## src/rtl/lsu_ctrl.sv

```systemverilog
// RV32I load/store controller: decodes memory ops, drives a req/gnt/rvalid data bus,
// aligns store lanes, extends load data and reports misalignment or bus timeout.
module lsu_ctrl #(
  parameter int unsigned TIMEOUT_CYCLES = 255
) (
  input  logic        clk,
  input  logic        rst,
  input  logic [31:0] instr,
  input  logic        ex_valid,
  input  logic [31:0] addr,
  input  logic [31:0] store_data,
  output logic        stall,
  output logic        wb_valid,
  output logic [31:0] wb_data,
  output logic        misalign_err,
  output logic        bus_err,
  output logic        mem_req,
  output logic        mem_we,
  output logic [31:0] mem_addr,
  output logic [3:0]  mem_wstrb,
  output logic [31:0] mem_wdata,
  input  logic        mem_gnt,
  input  logic        mem_rvalid,
  input  logic [31:0] mem_rdata
);

  localparam logic [1:0] S_IDLE = 2'd0;
  localparam logic [1:0] S_REQ  = 2'd1;
  localparam logic [1:0] S_WAIT = 2'd2;
  localparam logic [1:0] S_DONE = 2'd3;

  localparam logic [15:0] LAST_CNT = 16'(TIMEOUT_CYCLES - 1);

  logic [1:0]  state_q, state_d;
  logic [15:0] cnt_q, cnt_d;
  logic        is_store_q, is_store_d;
  logic [2:0]  funct3_q, funct3_d;
  logic [1:0]  off_q, off_d;
  logic [31:0] addr_q, addr_d;
  logic [3:0]  wstrb_q, wstrb_d;
  logic [31:0] wdata_q, wdata_d;
  logic [31:0] wb_data_q, wb_data_d;
  logic        misalign_q, misalign_d;
  logic        bus_err_q, bus_err_d;

  logic [6:0]  opcode;
  logic [2:0]  funct3;
  logic        is_load, is_store, accept, misaligned, timed_out, in_req;
  logic [3:0]  wstrb_new;
  logic [31:0] wdata_new, load_ext;
  logic [7:0]  byte_lane;
  logic [15:0] half_lane;
  logic        unused_instr;

  assign opcode       = instr[6:0];
  assign funct3       = instr[14:12];
  assign unused_instr = ^{instr[31:15], instr[11:7]};

  always_comb begin
    is_load  = 1'b0;
    is_store = 1'b0;
    if (opcode == 7'b0000011) begin
      is_load = (funct3 == 3'b000) || (funct3 == 3'b001) || (funct3 == 3'b010) ||
                (funct3 == 3'b100) || (funct3 == 3'b101);
    end else if (opcode == 7'b0100011) begin
      is_store = (funct3 == 3'b000) || (funct3 == 3'b001) || (funct3 == 3'b010);
    end
  end

  // Gating with rst keeps stall low while reset is held even if the core presents a load.
  assign accept     = rst && ex_valid && (is_load || is_store);
  assign misaligned = ((funct3[1:0] == 2'b01) && addr[0]) ||
                      ((funct3[1:0] == 2'b10) && (addr[1:0] != 2'b00));
  assign timed_out  = (cnt_q == LAST_CNT);

  always_comb begin
    wstrb_new = 4'b1111;
    wdata_new = store_data;
    case (funct3[1:0])
      2'b00: begin
        wstrb_new = 4'b0001 << addr[1:0];
        wdata_new = {4{store_data[7:0]}};
      end
      2'b01: begin
        wstrb_new = addr[1] ? 4'b1100 : 4'b0011;
        wdata_new = {2{store_data[15:0]}};
      end
      default: ;
    endcase
  end

  assign byte_lane = mem_rdata[{off_q, 3'b000} +: 8];
  assign half_lane = mem_rdata[{off_q[1], 4'b0000} +: 16];

  always_comb begin
    case (funct3_q)
      3'b000:  load_ext = {{24{byte_lane[7]}}, byte_lane};
      3'b001:  load_ext = {{16{half_lane[15]}}, half_lane};
      3'b100:  load_ext = {24'b0, byte_lane};
      3'b101:  load_ext = {16'b0, half_lane};
      default: load_ext = mem_rdata;
    endcase
  end

  // Result and error registers are only non-zero during the single DONE cycle.
  always_comb begin
    state_d    = state_q;
    cnt_d      = cnt_q;
    is_store_d = is_store_q;
    funct3_d   = funct3_q;
    off_d      = off_q;
    addr_d     = addr_q;
    wstrb_d    = wstrb_q;
    wdata_d    = wdata_q;
    wb_data_d  = '0;
    misalign_d = 1'b0;
    bus_err_d  = 1'b0;
    case (state_q)
      S_IDLE: begin
        if (accept) begin
          is_store_d = is_store;
          funct3_d   = funct3;
          off_d      = addr[1:0];
          addr_d     = {addr[31:2], 2'b00};
          wstrb_d    = wstrb_new;
          wdata_d    = wdata_new;
          cnt_d      = '0;
          if (misaligned) begin
            state_d    = S_DONE;
            misalign_d = 1'b1;
          end else begin
            state_d = S_REQ;
          end
        end
      end
      S_REQ: begin
        cnt_d = cnt_q + 16'd1;
        if (mem_gnt && is_store_q) begin
          state_d = S_DONE;
        end else if (timed_out) begin
          state_d   = S_DONE;
          bus_err_d = 1'b1;
        end else if (mem_gnt) begin
          state_d = S_WAIT;
        end
      end
      S_WAIT: begin
        cnt_d = cnt_q + 16'd1;
        if (mem_rvalid) begin
          state_d   = S_DONE;
          wb_data_d = load_ext;
        end else if (timed_out) begin
          state_d   = S_DONE;
          bus_err_d = 1'b1;
        end
      end
      default: state_d = S_IDLE;
    endcase
  end

  always_ff @(posedge clk or negedge rst) begin
    if (!rst) begin
      state_q    <= S_IDLE;
      cnt_q      <= '0;
      is_store_q <= 1'b0;
      funct3_q   <= '0;
      off_q      <= '0;
      addr_q     <= '0;
      wstrb_q    <= '0;
      wdata_q    <= '0;
      wb_data_q  <= '0;
      misalign_q <= 1'b0;
      bus_err_q  <= 1'b0;
    end else begin
      state_q    <= state_d;
      cnt_q      <= cnt_d;
      is_store_q <= is_store_d;
      funct3_q   <= funct3_d;
      off_q      <= off_d;
      addr_q     <= addr_d;
      wstrb_q    <= wstrb_d;
      wdata_q    <= wdata_d;
      wb_data_q  <= wb_data_d;
      misalign_q <= misalign_d;
      bus_err_q  <= bus_err_d;
    end
  end

  assign in_req       = (state_q == S_REQ);
  assign stall        = ((state_q == S_IDLE) && accept) || in_req || (state_q == S_WAIT);
  assign mem_req      = in_req;
  assign mem_we       = in_req && is_store_q;
  assign mem_addr     = in_req ? addr_q : '0;
  assign mem_wstrb    = (in_req && is_store_q) ? wstrb_q : '0;
  assign mem_wdata    = (in_req && is_store_q) ? wdata_q : '0;
  assign wb_valid     = (state_q == S_DONE);
  assign wb_data      = wb_data_q;
  assign misalign_err = misalign_q;
  assign bus_err      = bus_err_q;

endmodule

```

## config.mk

```make
export PLATFORM = sky130hd
export DESIGN_NAME = lsu_ctrl
export DESIGN_NICKNAME = d
export VERILOG_FILES = /design/src/rtl/lsu_ctrl.sv
export SDC_FILE = /design/constraint.sdc
export NUM_CORES = 1
export LEC_CHECK = 0
export CELL_PAD_IN_SITES_DETAIL_PLACEMENT = 1
export CELL_PAD_IN_SITES_GLOBAL_PLACEMENT = 1
export CORE_UTILIZATION = 30
export CTS_CLUSTER_SIZE = 24
export DETAILED_ROUTE_END_ITERATION = 16
export PLACE_DENSITY_LB_ADDON = 0.1
export SLEW_MARGIN = 20
export SYNTH_ARGS = -nofsm -noshare
export SYNTH_HDL_FRONTEND = slang
export SYNTH_SLANG_ARGS = --single-unit
```

## constraint.sdc

```tcl
create_clock -name clk -period 2.3 [get_ports clk]
set_input_delay 0.23 -clock clk [delete_from_list [all_inputs] [get_ports clk]]
set_output_delay 0.23 -clock clk [all_outputs]
set_load 0.1 [all_outputs]
```

# Word-level counts from Yosys, hierarchy flattened
# Cells that the tools add are included.
[word_totals]
register_bits = 124
inputBits = 133
out_inout_bits = 106
elab_cells = 87
[op_classes]
addsub = 1
eq_ne = 18
shift = 3
mux = 29
n_reduce_logical = 25
[op_table]
columns = ["cell", "count"]
rows = [
  ["32-bit two-way mux", 4],
  ["32-bit case mux with 4 select lines", 1],
  ["32-bit case mux with 2 select lines", 1],
  ["16-bit case mux with 2 select lines", 1],
  ["32-bit by 6-bit variable part select with 16-bit output", 1],
  ["32-bit by 6-bit variable part select with 8-bit output", 1],
  ["16-bit by 1-bit adder with 16-bit output, second input constant", 1],
  ["16-bit by 8-bit == test with 1-bit output, second input constant", 1],
  ["16-bit two-way mux", 1],
  ["2-bit two-way mux", 7],
  ["3-bit == test, second input constant", 4],
  ["1-bit two-way mux", 9],
  ["1-bit logical OR", 8],
  ["4-bit two-way mux", 2],
  ["4-bit case mux with 2 select lines", 1],
  ["7-bit by 2-bit == test with 1-bit output, second input constant", 1],
  ["7-bit by 6-bit == test with 1-bit output, second input constant", 1],
  ["1-bit logical AND", 7],
  ["2-bit == test, second input constant", 3],
  ["3-bit by 1-bit == test with 1-bit output, second input constant", 2],
  ["3-bit zero test", 2],
  ["2-bit case mux with 3 select lines", 1],
  ["2-bit by 1-bit == test with 1-bit output, second input constant", 2],
  ["2-bit zero test", 2],
  ["other kinds (10)", 12],
]

# Longest topological paths before layout
[depth]
word_depth = 11
depth_mapped = 9
mapped_depth_nobuf = 6

# Worst setup path before layout
# No wires, ideal clock.
[synth_path]
path_kind = "reg-to-output"
startpoint = "register state_q[1]"
endpoint = "output port mem_addr[12]"
t_arrival_ns = 2.616
t_required_ns = 2.070
setup_slack_ns = -0.546
path_stages_with_launch = 6
n_path_buf = 2
cell_sequence = "dfrtp_1 inv_1 ha_1 clkbuf_1 clkbuf_1 and2_1"
[synth_between]
elab_chain_cells = 2
[synth_rtl]
columns = ["element", "line_no", "text"]
rows = [
  ["from (decl)", "34", "logic [1:0] state_q, state_d;"],
  ["from (signal assigned)", "175", "state_q <= state_d;"],
  ["2-bit by 1-bit == test with 1-bit output", "189", "assign in_req = (state_q == S_REQ);"],
  ["named net mem_req", "17", "output logic mem_req,"],
  ["32-bit two-way mux", "193", "assign mem_addr = in_req ? addr_q : '0;"],
  ["to (decl)", "19", "output logic [31:0] mem_addr,"],
]
# The timed path passes the listed nets, and every way through them passes these cells.

# Worst setup path after layout
[layout_path]
startpoint = "input port instr[6]"
endpoint = "output port stall"
[layout_between]
elab_chain_cells = 8
word_cells_on_any_way = 10
classes_between = "eq/ne: 2; mux: 3; reduce/logical: 5"
[layout_rtl]
columns = ["element", "line_no", "text"]
rows = [
  ["from (decl)", "8", "input logic [31:0] instr,"],
  ["7-bit by 6-bit == test with 1-bit output", "65", "end else if (opcode == 7'b0100011) begin"],
  ["1-bit two-way mux", "65", ""],
  ["1-bit two-way mux", "62", "if (opcode == 7'b0000011) begin"],
  ["1-bit logical OR (*)", "71", "assign accept = rst && ex_valid && (is_load || is_store);"],
  ["1-bit logical AND (*)", "71", ""],
  ["1-bit logical AND (*)", "190", "assign stall = ((state_q == S_IDLE) && accept) || in_req || (state_q == S_WAIT);"],
  ["1-bit logical OR (*) (2 in series)", "190", ""],
  ["to (decl)", "12", "output logic stall,"],
]
# Every way passes the cells marked *; elsewhere a longest branch is shown, timed or not.

==> flow_metrics.env <==
export IMPL_layout_min_cycle_time_ns=2.318
export IMPL_regArea_um2=3103
export IMPL_drv_slew=0
export IMPL_ys_seq_area_share_pct=48.06
export IMPL_slowest_stage="or4_4"
export IMPL_arrival_ns=2.09
export IMPL_multi_input_area_um2=3179
export IMPL_ant_nets=0
export IMPL_regToRegStartpoint="state_q[0]"
export IMPL_grt_max_degree=125
export IMPL_wl_per_cell_um=19.02
export IMPL_vias=5680
export IMPL_status="finished, violations left"
export IMPL_dr_pass1_iters=4
export IMPL_root_buffer="clkbuf_16"
export IMPL_io_pins=239
export IMPL_clockBufferDepth=2
export IMPL_violations="setup timing"
export IMPL_reg2regPathDepth=9
export IMPL_die_area_um2=22110
export IMPL_synth_avg_cell_area_um2=10.40
export IMPL_min_to="wb_data[20]"
export IMPL_die_w_um=148.7
export IMPL_synth_top_area_cell="dfrtp_1"
export IMPL_ys_async_sr_fraction_pct=100.0
export IMPL_cts_buffers_inserted=17
export IMPL_grt_util_all_layers_pct=20.21
export IMPL_clk_latency_ns=0.42
export IMPL_synth_top_area_share_pct=48.06
export IMPL_synth_edf_count=0
export IMPL_antenna_found_initial=0
export IMPL_routabilityCongestion=0.7929
export IMPL_cts_sinks=124
export IMPL_crit_path_end_kind="output port"
export IMPL_yosysWarnings=0
export IMPL_syn2layout_area_growth_pct=64.21
export IMPL_skew_ns=0.007897
export IMPL_core_area_um2=21090
export IMPL_path_cells="clkdlybuf4s50_1 -> or4_4 -> or4_4 -> buf_12 -> nand2_8 -> buf_12"
export IMPL_p_leak_uw=0.004867
export IMPL_yosysMostFrequentCell="dfrtp_1"
export IMPL_drive_gt1_share_pct=37.08
export IMPL_slowest_delay_ns=0.58
export IMPL_r2r_slack_ns=0.08
export IMPL_r2r_end="addr_q[17]"
export IMPL_maxCapViolCount=0
export IMPL_synth_area_leaders="dfrtp_1 48%, mux2_2 8.9%, mux2i_1 5.3%"
export IMPL_grt_first_pass_wirelength_um=34180
export IMPL_crit_fanout=2
export IMPL_viasPerCell=4.991
export IMPL_drt_iter0_markers=221
export IMPL_hold_start="mem_rdata[20]"
export IMPL_rsz0062_at_grt="yes"
export IMPL_nFillCells=2236
export IMPL_ctsHtreeMaxLevel=4
export IMPL_power_density_nw_per_um2=847.6
export IMPL_clkTransAtPathRegs_ns=0.06
export IMPL_netlist_area_um2=6456
export IMPL_whs_path_depth=3
export IMPL_utilization_pct=50.27
export IMPL_synthFlopType="dfrtp_1"
export IMPL_row_count=53
export IMPL_max_freq_ghz=0.4313
export IMPL_grt_overflow=0
export IMPL_cp_top_family="simple AND/OR/NAND/NOR gates"
export IMPL_tightest_slew_ns=0.9848
export IMPL_cts_tree="done"
export IMPL_synthTopCellsByCount="124 x dfrtp_1, 52 x nand2_1, 51 x mux2_2"
export IMPL_synthCells=621
export IMPL_drc=0
export IMPL_critPathBufInv=3
export IMPL_portBuffers=214
export IMPL_grt_pass1_vias=6288
export IMPL_diodes=0
export IMPL_cp_required_ns=2.07
export IMPL_hold_path_class="in2reg"
export IMPL_timing_final_hold_violations=0
export IMPL_start_util_pct=30.62
export IMPL_fin_crit_sh_pct=100.8
export IMPL_max_slew_margin_pct=34.10
export IMPL_worst_slack_ns=-0.01839
export IMPL_ir_drop_uv=582.6
export IMPL_holdWs_ns=0.3975
export IMPL_synth_cell_types=55
export IMPL_wl_um=21650
export IMPL_setup_violations=1
export IMPL_post_place_ws_ns=-0.5969
export IMPL_cp_start_kind="input pin"
export IMPL_dp_hpwl_um=15280
export IMPL_chipHeight_um=148.7
export IMPL_crit_type="in2out"
export IMPL_num_nets_final=989
export IMPL_ys_ff_latch=124
worst min-delay path, cell delays in order:
cell and delay, ns:
clkdlybuf4s50_1 0.39, inv_1 0.07, a211oi_1 0.07
layout make-up:
type | instances | area share [%]
clock inverters | 13 | 2.231
well taps | 275 | 3.246
multi-input cells | 420 | 29.99
inverters | 26 | 0.9206
clock buffers | 19 | 4.272
flip-flops and latches | 124 | 29.27
repair buffers | 261 | 30.07
worst max path at each step:
stage	from	end	slack (ns)	cells after the start
floorplan	state_q[0]	stall	-0.01	8
global placement	instr[3]	cnt_q[8]	-0.48	6
detailed placement	instr[3]	cnt_q[7]	-0.60	6
CTS	state_q[1]	stall	-0.13	7
global route	state_q[0]	stall	-0.08	7
finish	instr[6]	stall	-0.02	6
repair_timing:
item                                    4_1_cts  5_1_grt
pin swaps                                     3        2
hold buffers                                  1        0
endpoints found under the hold margin       124        0
buffers inserted                              6        4
gates cloned                                  1        0
gates resized for setup                       9        4
endpoints found under the setup margin       23       23
cell families (layout without fill, tap and decap cells):
kind of cell	Yosys count	count (layout)	share of synthesized area (%)
other	1	2	0.05808
flip-flops	124	124	48.06
XOR/XNOR	2	2	0.2714
buffers and inverters	78	319	4.922
adder cells (fa/ha/maj)	6	6	1.163
AND/OR/NAND/NOR	188	188	15.78
AO/OA/AOI/OAI	129	129	14.01
multiplexers	93	93	15.74
state kept, by name, summed over array words and instances (netlist names):
signal / flops
misalign_err: 1
wb_data: 32
state_q: 2
bus_err: 1
wdata_q: 32
cnt_q: 16
funct3_q: 3
off_q: 2
addr_q: 30
is_store_q: 1
wstrb_q: 4
routing by layer:
| metal | GRT usage, % | vias to the layer above | part of all wire (%) |
|---|---|---|---|
| met5 | 0 | - | 0 |
| li1 | - | 2660 | - |
| met2 | 34.09 | 155 | 50 |
| met4 | 6.598 | 0 | 1.7 |
| met1 | 24.51 | 2845 | 43 |
| met3 | 6.012 | 20 | 5.8 |
metrics by stage:
step | power, µW | instance area (µm²) | setup TNS, ns | instances
floorplan | 4632 | 6550 | -0.01221 | 622
CTS | 9024 | 10560 | -0.1500 | 1134
detailed placement | 5717 | 9742 | -29.90 | 1094
global placement | 5643 | 9742 | -25.99 | 1094
finish | 8985 | 10600 | -0.01839 | 1138
global route | 9393 | 10600 | -0.1080 | 1138
power by group:
| part | switching (µW) | internal (µW) | total (µW) |
|---|---|---|---|
| registers | 155 | 2410 | 2560 |
| clock network | 1040 | 2100 | 3140 |
| logic | 2130 | 1150 | 3280 |
| total | 3330 | 5660 | 8990 |
cell usage in the layout (no fill, tap or decap), types with 5 or more instances in the layout:
cell type / count
nand2_1: 51
dfrtp_1: 124
and3_2: 36
buf_4: 75
nand4_1: 6
bufinv_16: 6
mux2_2: 51
mux2i_1: 34
a31oi_1: 10
clkdlybuf4s50_1: 106
o21ai_1: 20
o21ai_0: 28
o221a_2: 8
buf_12: 73
nor3_1: 15
clkbuf_16: 17
nor2_1: 11
a221oi_1: 8
a21oi_1: 13
and2_1: 13
a211oi_1: 8
inv_1: 24
mux2_1: 7
and2_2: 20
a211oi_2: 5
nor2b_1: 12
o21bai_1: 10
Power figures use the tool's default switching activity.
